<file path="src/rtl/cp0_regfile_if.sv">
// -----------------------------------------------------------------------------
// cp0_regfile_if
//   Bundle of every non-clock signal of the CP0 register file.
//   master : pipeline side (WB commit, exception unit, interrupt lines).
//            It drives the requests and samples the register outputs.
//   slave  : the cp0_regfile itself.
//
//   Signals:
//     wb_cp0_write_en/addr/data  MTC0 commit from WB
//     cp0_read_addr/_data_o      raw combinational read port
//     int_i[5:0]                 level-sensitive hardware interrupts
//     exc_valid/code/epc/bd      exception entry
//     exc_badvaddr_en/badvaddr   BadVAddr load on exception entry
//     eret_valid                 ERET commit
//     cp0_*_o, int_req_o         current register values, interrupt request
//
//   Handshake: none of these signals has a handshake. Every strobe
//   (wb_cp0_write_en, exc_valid, eret_valid) is a single-cycle command that
//   is sampled on the rising clock edge and always accepted. There is no
//   ready or back-pressure signal.
// -----------------------------------------------------------------------------
interface cp0_regfile_if;
    logic        wb_cp0_write_en;
    logic [4:0]  wb_cp0_write_addr;
    logic [31:0] wb_cp0_write_data;
    logic [4:0]  cp0_read_addr;
    logic [31:0] cp0_read_data_o;
    logic [5:0]  int_i;
    logic        exc_valid;
    logic [4:0]  exc_code;
    logic [31:0] exc_epc;
    logic        exc_bd;
    logic        exc_badvaddr_en;
    logic [31:0] exc_badvaddr;
    logic        eret_valid;
    logic [31:0] cp0_count_o;
    logic [31:0] cp0_status_o;
    logic [31:0] cp0_cause_o;
    logic [31:0] cp0_epc_o;
    logic [31:0] cp0_config0_o;
    logic        int_req_o;

    modport master (
        output wb_cp0_write_en, wb_cp0_write_addr, wb_cp0_write_data,
        output cp0_read_addr, int_i,
        output exc_valid, exc_code, exc_epc, exc_bd, exc_badvaddr_en, exc_badvaddr,
        output eret_valid,
        input  cp0_read_data_o, cp0_count_o, cp0_status_o, cp0_cause_o,
        input  cp0_epc_o, cp0_config0_o, int_req_o
    );

    modport slave (
        input  wb_cp0_write_en, wb_cp0_write_addr, wb_cp0_write_data,
        input  cp0_read_addr, int_i,
        input  exc_valid, exc_code, exc_epc, exc_bd, exc_badvaddr_en, exc_badvaddr,
        input  eret_valid,
        output cp0_read_data_o, cp0_count_o, cp0_status_o, cp0_cause_o,
        output cp0_epc_o, cp0_config0_o, int_req_o
    );
endinterface

</file>
<file path="src/rtl/cp0_regfile.sv">
// -----------------------------------------------------------------------------
// cp0_regfile
//   Architectural CP0 register file and the write-side owner of CP0 state.
//   It accepts MTC0 commits, exception entry, ERET and six interrupt lines.
//   It runs the Count/Compare timer and presents the raw register values
//   together with a registered interrupt request.
//
//   Ports:
//     clk    rising-edge clock
//     rst_n  asynchronous active-low reset
//     bus    cp0_regfile_if.slave (see interface header for signal list)
//
//   Implemented registers:
//     8 BadVAddr, 9 Count, 11 Compare, 12 Status, 13 Cause, 14 EPC,
//     16 Config0. Every other number reads 0 and ignores writes.
//
//   Optional feature (macro CP0_COUNT_HALF_RATE_EN):
//     When defined, Count advances only on every second cycle, paced by a
//     phase bit. An MTC0 to Count clears that phase bit.
// -----------------------------------------------------------------------------
module cp0_regfile #(
    parameter logic [31:0] CONFIG0_VAL = 32'h8000_0082,
    parameter logic [31:0] STATUS_RST  = 32'h0040_0000
) (
    input  logic        clk,
    input  logic        rst_n,
    cp0_regfile_if.slave bus
);

    localparam logic [4:0] REG_BADVADDR = 5'd8;
    localparam logic [4:0] REG_COUNT    = 5'd9;
    localparam logic [4:0] REG_COMPARE  = 5'd11;
    localparam logic [4:0] REG_STATUS   = 5'd12;
    localparam logic [4:0] REG_CAUSE    = 5'd13;
    localparam logic [4:0] REG_EPC      = 5'd14;
    localparam logic [4:0] REG_CONFIG0  = 5'd16;

    // MTC0 may only change the Status bits IM[15:8], EXL[1] and IE[0].
    localparam logic [31:0] STATUS_WMASK = 32'h0000_FF03;

    logic [31:0] count_q;
    logic [31:0] compare_q;
    logic [31:0] status_q;
    logic [31:0] epc_q;
    logic [31:0] badvaddr_q;
    logic        cause_bd_q;
    logic        cause_ti_q;
    logic [5:0]  cause_ip_hw_q;
    logic [1:0]  cause_ip_sw_q;
    logic [4:0]  cause_exc_q;
    logic        int_req_q;
`ifdef CP0_COUNT_HALF_RATE_EN
    logic        phase_q;
`endif

    logic        wr_count;
    logic        wr_compare;
    logic        wr_status;
    logic        wr_cause;
    logic        wr_epc;
    logic [31:0] cause_val;
    logic        timer_match;

    assign wr_count   = bus.wb_cp0_write_en && (bus.wb_cp0_write_addr == REG_COUNT);
    assign wr_compare = bus.wb_cp0_write_en && (bus.wb_cp0_write_addr == REG_COMPARE);
    assign wr_status  = bus.wb_cp0_write_en && (bus.wb_cp0_write_addr == REG_STATUS);
    assign wr_cause   = bus.wb_cp0_write_en && (bus.wb_cp0_write_addr == REG_CAUSE);
    assign wr_epc     = bus.wb_cp0_write_en && (bus.wb_cp0_write_addr == REG_EPC);

    assign timer_match = (count_q == compare_q);

    // The timer interrupt is folded into IP[7] at the output. This way IP[15]
    // follows TI in the same cycle that TI sets or clears.
    assign cause_val = {cause_bd_q, cause_ti_q, 14'd0,
                        cause_ip_hw_q[5] | cause_ti_q, cause_ip_hw_q[4:0],
                        cause_ip_sw_q, 1'b0, cause_exc_q, 2'b00};

    always_ff @(posedge clk or negedge rst_n) begin
        if (!rst_n) begin
            count_q       <= '0;
            compare_q     <= '0;
            status_q      <= STATUS_RST;
            epc_q         <= '0;
            badvaddr_q    <= '0;
            cause_bd_q    <= 1'b0;
            cause_ti_q    <= 1'b0;
            cause_ip_hw_q <= '0;
            cause_ip_sw_q <= '0;
            cause_exc_q   <= '0;
            int_req_q     <= 1'b0;
`ifdef CP0_COUNT_HALF_RATE_EN
            phase_q       <= 1'b0;
`endif
        end else begin
            // Timer. Exceptions never touch Count or Compare, so these
            // writes proceed whatever else happens in the same cycle.
`ifdef CP0_COUNT_HALF_RATE_EN
            if (wr_count) begin
                count_q <= bus.wb_cp0_write_data;
                phase_q <= 1'b0;
            end else begin
                phase_q <= ~phase_q;
                if (phase_q) count_q <= count_q + 32'd1;
            end
`else
            if (wr_count) count_q <= bus.wb_cp0_write_data;
            else          count_q <= count_q + 32'd1;
`endif
            if (wr_compare) compare_q <= bus.wb_cp0_write_data;

            // A Compare write clears TI, and it wins over a match in the
            // same cycle. The match uses the pre-update Count and Compare.
            if (wr_compare)       cause_ti_q <= 1'b0;
            else if (timer_match) cause_ti_q <= 1'b1;

            cause_ip_hw_q <= bus.int_i;

            int_req_q <= status_q[0] & ~status_q[1]
                       & (|(cause_val[15:8] & status_q[15:8]));

            // Exception entry wins over ERET, and ERET wins over an MTC0 to
            // Status, Cause or EPC.
            if (bus.exc_valid) begin
                cause_exc_q <= bus.exc_code;
                if (!status_q[1]) begin
                    epc_q      <= bus.exc_epc;
                    cause_bd_q <= bus.exc_bd;
                end
                status_q[1] <= 1'b1;
                if (bus.exc_badvaddr_en) badvaddr_q <= bus.exc_badvaddr;
            end else if (bus.eret_valid) begin
                status_q[1] <= 1'b0;
            end else begin
                if (wr_status)
                    status_q <= (status_q & ~STATUS_WMASK)
                              | (bus.wb_cp0_write_data & STATUS_WMASK);
                if (wr_cause) cause_ip_sw_q <= bus.wb_cp0_write_data[9:8];
                if (wr_epc)   epc_q <= bus.wb_cp0_write_data;
            end
        end
    end

    always_comb begin
        bus.cp0_read_data_o = '0;
        case (bus.cp0_read_addr)
            REG_BADVADDR: bus.cp0_read_data_o = badvaddr_q;
            REG_COUNT:    bus.cp0_read_data_o = count_q;
            REG_COMPARE:  bus.cp0_read_data_o = compare_q;
            REG_STATUS:   bus.cp0_read_data_o = status_q;
            REG_CAUSE:    bus.cp0_read_data_o = cause_val;
            REG_EPC:      bus.cp0_read_data_o = epc_q;
            REG_CONFIG0:  bus.cp0_read_data_o = CONFIG0_VAL;
            default:      bus.cp0_read_data_o = '0;
        endcase
    end

    assign bus.cp0_count_o   = count_q;
    assign bus.cp0_status_o  = status_q;
    assign bus.cp0_cause_o   = cause_val;
    assign bus.cp0_epc_o     = epc_q;
    assign bus.cp0_config0_o = CONFIG0_VAL;
    assign bus.int_req_o     = int_req_q;

endmodule

</file>
<file path="src/flat_wrapper.sv">
// flat-port wrapper written by rule: the top's interface ports become plain ports
module cp0_regfile_flat 
#(
    parameter logic [31:0] CONFIG0_VAL = 32'h8000_0082,
    parameter logic [31:0] STATUS_RST  = 32'h0040_0000
)
  (clk, rst_n, bus_wb_cp0_write_en, bus_wb_cp0_write_addr, bus_wb_cp0_write_data, bus_cp0_read_addr, bus_int_i, bus_exc_valid, bus_exc_code, bus_exc_epc, bus_exc_bd, bus_exc_badvaddr_en, bus_exc_badvaddr, bus_eret_valid, bus_cp0_read_data_o, bus_cp0_count_o, bus_cp0_status_o, bus_cp0_cause_o, bus_cp0_epc_o, bus_cp0_config0_o, bus_int_req_o);
  cp0_regfile_if bus_i ();
  input  logic clk;
  input  logic rst_n;
  input wire logic [$bits(bus_i.wb_cp0_write_en)-1:0] bus_wb_cp0_write_en;
  input wire logic [$bits(bus_i.wb_cp0_write_addr)-1:0] bus_wb_cp0_write_addr;
  input wire logic [$bits(bus_i.wb_cp0_write_data)-1:0] bus_wb_cp0_write_data;
  input wire logic [$bits(bus_i.cp0_read_addr)-1:0] bus_cp0_read_addr;
  input wire logic [$bits(bus_i.int_i)-1:0] bus_int_i;
  input wire logic [$bits(bus_i.exc_valid)-1:0] bus_exc_valid;
  input wire logic [$bits(bus_i.exc_code)-1:0] bus_exc_code;
  input wire logic [$bits(bus_i.exc_epc)-1:0] bus_exc_epc;
  input wire logic [$bits(bus_i.exc_bd)-1:0] bus_exc_bd;
  input wire logic [$bits(bus_i.exc_badvaddr_en)-1:0] bus_exc_badvaddr_en;
  input wire logic [$bits(bus_i.exc_badvaddr)-1:0] bus_exc_badvaddr;
  input wire logic [$bits(bus_i.eret_valid)-1:0] bus_eret_valid;
  output wire logic [$bits(bus_i.cp0_read_data_o)-1:0] bus_cp0_read_data_o;
  output wire logic [$bits(bus_i.cp0_count_o)-1:0] bus_cp0_count_o;
  output wire logic [$bits(bus_i.cp0_status_o)-1:0] bus_cp0_status_o;
  output wire logic [$bits(bus_i.cp0_cause_o)-1:0] bus_cp0_cause_o;
  output wire logic [$bits(bus_i.cp0_epc_o)-1:0] bus_cp0_epc_o;
  output wire logic [$bits(bus_i.cp0_config0_o)-1:0] bus_cp0_config0_o;
  output wire logic [$bits(bus_i.int_req_o)-1:0] bus_int_req_o;
  assign bus_i.wb_cp0_write_en = bus_wb_cp0_write_en;
  assign bus_i.wb_cp0_write_addr = bus_wb_cp0_write_addr;
  assign bus_i.wb_cp0_write_data = bus_wb_cp0_write_data;
  assign bus_i.cp0_read_addr = bus_cp0_read_addr;
  assign bus_i.int_i = bus_int_i;
  assign bus_i.exc_valid = bus_exc_valid;
  assign bus_i.exc_code = bus_exc_code;
  assign bus_i.exc_epc = bus_exc_epc;
  assign bus_i.exc_bd = bus_exc_bd;
  assign bus_i.exc_badvaddr_en = bus_exc_badvaddr_en;
  assign bus_i.exc_badvaddr = bus_exc_badvaddr;
  assign bus_i.eret_valid = bus_eret_valid;
  assign bus_cp0_read_data_o = bus_i.cp0_read_data_o;
  assign bus_cp0_count_o = bus_i.cp0_count_o;
  assign bus_cp0_status_o = bus_i.cp0_status_o;
  assign bus_cp0_cause_o = bus_i.cp0_cause_o;
  assign bus_cp0_epc_o = bus_i.cp0_epc_o;
  assign bus_cp0_config0_o = bus_i.cp0_config0_o;
  assign bus_int_req_o = bus_i.int_req_o;
  cp0_regfile #(.CONFIG0_VAL(CONFIG0_VAL), .STATUS_RST(STATUS_RST)) u_core (.clk(clk), .rst_n(rst_n), .bus(bus_i));
endmodule
</file>
<file path="config.mk">
export PLATFORM = sky130hd
export DESIGN_NAME = cp0_regfile_flat
export DESIGN_NICKNAME = d
export VERILOG_FILES = /design/src/rtl/cp0_regfile_if.sv /design/src/rtl/cp0_regfile.sv /design/src/flat_wrapper.sv
export SDC_FILE = /design/constraint.sdc
export NUM_CORES = 1
export LEC_CHECK = 0
export ABC_CLOCK_PERIOD_IN_PS = 4800
export CAP_MARGIN = 20
export CORE_MARGIN = 4
export CORE_UTILIZATION = 48
export CTS_CLUSTER_DIAMETER = 40
export DETAILED_ROUTE_END_ITERATION = 6
export HOLD_SLACK_MARGIN = 0.03
export PLACE_DENSITY = 0.85
export SLEW_MARGIN = 40
export SYNTH_ARGS = -nofsm -noshare
export SYNTH_HDL_FRONTEND = slang
export SYNTH_SLANG_ARGS = --single-unit
export TNS_END_PERCENT = 50
</file>
<file path="constraint.sdc">
create_clock -name clk -period 4.8 [get_ports clk]
set_clock_uncertainty 0.1 [all_clocks]
set_input_delay 1.44 -clock clk [delete_from_list [all_inputs] [get_ports clk]]
set_output_delay 1.44 -clock clk [all_outputs]
set_load 0.03 [all_outputs]
</file>
==> results.cfg <==
[finish]
drive_above_1_share_pct = 16.8
diodes = 0
flow.area_growth_from_synthesis_pct = 39.7
layout.cell_area.non_filler_sq_um = 11600
post-route-util_pct = 69.2
layout.filler_cells = 1242
final_net_count = 1157
layout.cells.non_filler = 1264
layout_commonest_cell = clkdlybuf4s50_1
final_cell_mix = clkdlybuf4s50_1, dfrtp_1, nand2_1, conb_1, mux2_2

[detailed_routing]
overall_via_count_from_detail_route = 7119
post_drt_wl_per_cell_um = 21.5
post-route-drc-count = 0
drtIter0Drc = 791
detailedRoute.firstPassIterationCount = 6
avgViaCountPerCell = 5.63
routed_wirelength_mm = 27.2
final_ant_viol_nets = 0

[worst_setup_path]
crit_path_top_delay_cell = a222oi_1
cp-end-kind = primary output
cp_data_required_time_ns = 3.26
r2r_start = u_core.bus.cp0_count_o[0]$_DFF_PN0_
r2r-end = u_core.bus.cp0_count_o[28]$_DFF_PN0_
critPathMaxStageDelay_ns = 0.41
setup.worst_path.class = input port to primary output
critical_path.cell_chain = buf_2 -> and2b_2 -> buf_6 -> and3b_2 -> buf_4 -> buf_4 -> a222oi_1 -> nand2_1 -> buf_12
worst_setup_path_start_kind = input port
crit_path_start = bus_cp0_read_addr[4]
crit_top_cell = buf_4
crit_fanout = 10
critical-path-top-delay-family = buffers and inverters
worstPathBufferInverterCount = 5
worstPathArrival_ns = 3.18
reg2reg_depth = 6
reg2reg_setup_slack_ns = 2.03

[logic_synthesis]
yosys_register_bits = 154
post_synth.cell_area_avg_sq_um = 10.5
yosysUniqueCellTypes = 44
post_synthesis_sequential_area_ratio_pct = 46.3
ys_warn_count = 0
netlist_instances = 796
netlist_area_sq_um = 8330

[pwr]
total_leakage_power_nw = 5.08
total_power_mw = 5.01
ir_drop_mv = 0.315
power.density_nw_per_um2 = 431
internal_power_component_mw = 3.15
share_seq_of_total_power_pct = 38.9
power.switching_mw = 1.86
switching_share_pct = 37.1
power.combinational.fraction_pct = 33.5
share_clk_of_total_power_pct = 27.5

[sta]
maxSlewViolCount = 0
total_setup_violations_reported_at_the_end_of_the_flow = 0
timing_worst_slew_pin_value_ns = 0.739
period_share_pct = 98.3
hold_violations = 0
setup_slack_ns = 0.0823
maxClockFrequency_mhz = 212
timing.final.crit_period_ns = 4.72
rsz0062_at_grt = false
max_slew_margin_pct = 50.8

[worst_hold_path]
hold_path.class = register to register
hold_path_depth = 1
worstHoldEndpoint = u_core.badvaddr_q[20]$_DFFE_PN0P_
min-delay-start = u_core.badvaddr_q[20]$_DFFE_PN0P_

[place]
placedCellCount = 1228
place_ws_ns = -0.393
port_buffers = 245
post_dp_cell_area_sq_um = 11000
routabilityCongestion = 0.869
hpwl_mm = 20.1

[floorplanning]
die_ar_sq_um = 19500
initial_core_util_pct = 49.5
boundaryPins = 317
placement_rows = 47
die_h_um = 140
die_x_um = 140
placeableCoreArea_sq_um = 16800

[grt]
grt_remaining_overflow = 0
first_global_vias = 7322
number_of_antenna_violations_at_the_first_check_in_global_routing = 1
grt_start_max_net_pins = 103
global_route_wire_length_before_repair_mm = 40.8
groute.usage.overall_pct = 26.9

[run]
drv.max_cap_violation_count = 0

[cts]
holdBufCountCts = 0
clock_tree.htree_level_count = 4
clkTransAtPathRegs_ns = 0.06
clk_latency_ns = 0.42
tritoncts = built
cts_root_buf = clkbuf_16
clock-sinks = 154
cts_made_buffers = 17
cts_max_path_buffers = 2

[status]
run_status = finished clean
## cell usage after synthesis
| cell type | instances | share of area (%) |
|---|---|---|
| nand3_1 | 12 | 0.72 |
| nor2_2 | 1 | 0.075 |
| buf_4 | 78 | 7.0 |
| and4_1 | 3 | 0.32 |
| buf_2 | 10 | 0.60 |
| nor4bb_1 | 2 | 0.24 |
| inv_1 | 3 | 0.14 |
| and3_1 | 6 | 0.45 |
| a222oi_1 | 38 | 4.6 |
| dfrtp_1 | 154 | 46 |
| nand3_2 | 1 | 0.12 |
| or3_1 | 1 | 0.075 |
| xnor2_1 | 39 | 4.1 |
| or2_2 | 1 | 0.075 |
| a311oi_1 | 1 | 0.11 |
| and3b_1 | 1 | 0.11 |
| mux2i_1 | 33 | 4.0 |
| nand2_1 | 94 | 4.2 |
| mux2_1 | 29 | 3.9 |
| mux2_2 | 53 | 7.2 |
| nand4_2 | 1 | 0.15 |
| buf_1 | 5 | 0.23 |
| o21bai_1 | 1 | 0.090 |
| and2_1 | 1 | 0.075 |
| o21ai_1 | 34 | 2.0 |
| a22oi_1 | 10 | 0.90 |
| nand4_1 | 18 | 1.4 |
| a31oi_1 | 3 | 0.23 |
| ha_1 | 1 | 0.15 |
| nor2_1 | 39 | 1.8 |
| nor3_1 | 9 | 0.54 |
| and2b_1 | 1 | 0.090 |
| nor4_1 | 3 | 0.23 |
| nand4b_1 | 1 | 0.11 |
| xor2_1 | 22 | 2.3 |
| nor2b_1 | 2 | 0.15 |
| conb_1 | 2 | 0.090 |
| a21oi_1 | 35 | 2.1 |
| clkbuf_1 | 39 | 1.8 |
| nor4_4 | 2 | 0.51 |
| nor3b_1 | 3 | 0.27 |
| a22o_1 | 1 | 0.11 |
| a221oi_1 | 2 | 0.21 |
| nand4_4 | 1 | 0.26 |
## power by group through the flow
stage / combinational, mW / sequential [mW] / clock (mW)
2_1_floorplan: 0.784 / 2.12 / 0
3_3_place_gp: 1.65 / 1.95 / 0
3_5_place_dp: 1.67 / 1.96 / 0
4_1_cts: 1.69 / 1.94 / 1.39
5_1_grt: 1.78 / 1.99 / 1.45
6_report: 1.68 / 1.95 / 1.38
## logic make-up (layout without fill, tap and decap cells)
group           count (synthesis)  in the layout  share of synthesized area [%]
other cells                     2             71                         0.0902
xor+xnor                       61             61                           6.42
mux                           115            115                           15.1
flops                         154            154                           46.3
fa+ha+maj                       1              1                          0.150
simple gates                  203            203                           11.9
compound gates                125            125                           10.4
buf+inv                       135            314                           9.75
## per-layer routing
layer  vias to the layer above  share of wire [%]  track usage (%)  wire, um
met2                       391                 49             44.8     13400
li1                       3173                  -                -         -
met4                         2                2.5             9.28       679
met3                        47                9.0             6.72      2460
met5                         -              0.029                0         8
met1                      3506                 39             34.2     10700
## stage by stage
stage | hold WS [ns] | setup TNS [ns]
2_1_floorplan | 0.378 | 0
3_3_place_gp | 0.388 | -5.56
5_1_grt | 0.426 | 0
6_report | 0.409 | 0
3_5_place_dp | 0.396 | -6.19
4_1_cts | 0.410 | 0
## state kept, by name, summed over array words and instances (netlist names), 2 cells and up
name and flops:
u_core.cause_exc_q 5, u_core.cause_ip_hw_q 6, u_core.compare_q 32, u_core.cause_ip_sw_q 2, u_core.bus.cp0_epc_o 32, u_core.badvaddr_q 32
u_core.bus.cp0_count_o 32, u_core.bus.cp0_status_o 10
## worst max-delay path by stage
stage / end / slack (ns) / cells past startpoint
3_3_place_gp: bus_cp0_read_data_o[15] / -0.41 / 8
5_1_grt: bus_cp0_read_data_o[15] / 0.004 / 9
2_1_floorplan: bus_cp0_read_data_o[12] / 0.38 / 6
3_5_place_dp: bus_cp0_read_data_o[15] / -0.39 / 8
4_1_cts: bus_cp0_read_data_o[15] / 0.01 / 8
6_report: bus_cp0_read_data_o[0] / 0.08 / 9
## timing repair
| action | 4_1_cts | 5_1_grt |
|---|---|---|
| pin swaps | 2 | 2 |
| buffers inserted | 5 | 0 |
| hold endpoints to repair | 0 | 0 |
| endpoints found under the setup margin | 32 | 3 |
| resized for setup | 17 | 3 |
## final cells by class
type                       count  area (sq um)  area share [%]
tap                          220           275            2.37
clock buffer                  20           457            3.93
timing repair buffer         280          2900            24.9
clock inverter                11           145            1.25
inverter                       3          11.3          0.0968
sequential                   154          3850            33.1
multi-input combinational    576          3990            34.3
Note: power is estimated with default switching activity, not from simulation.
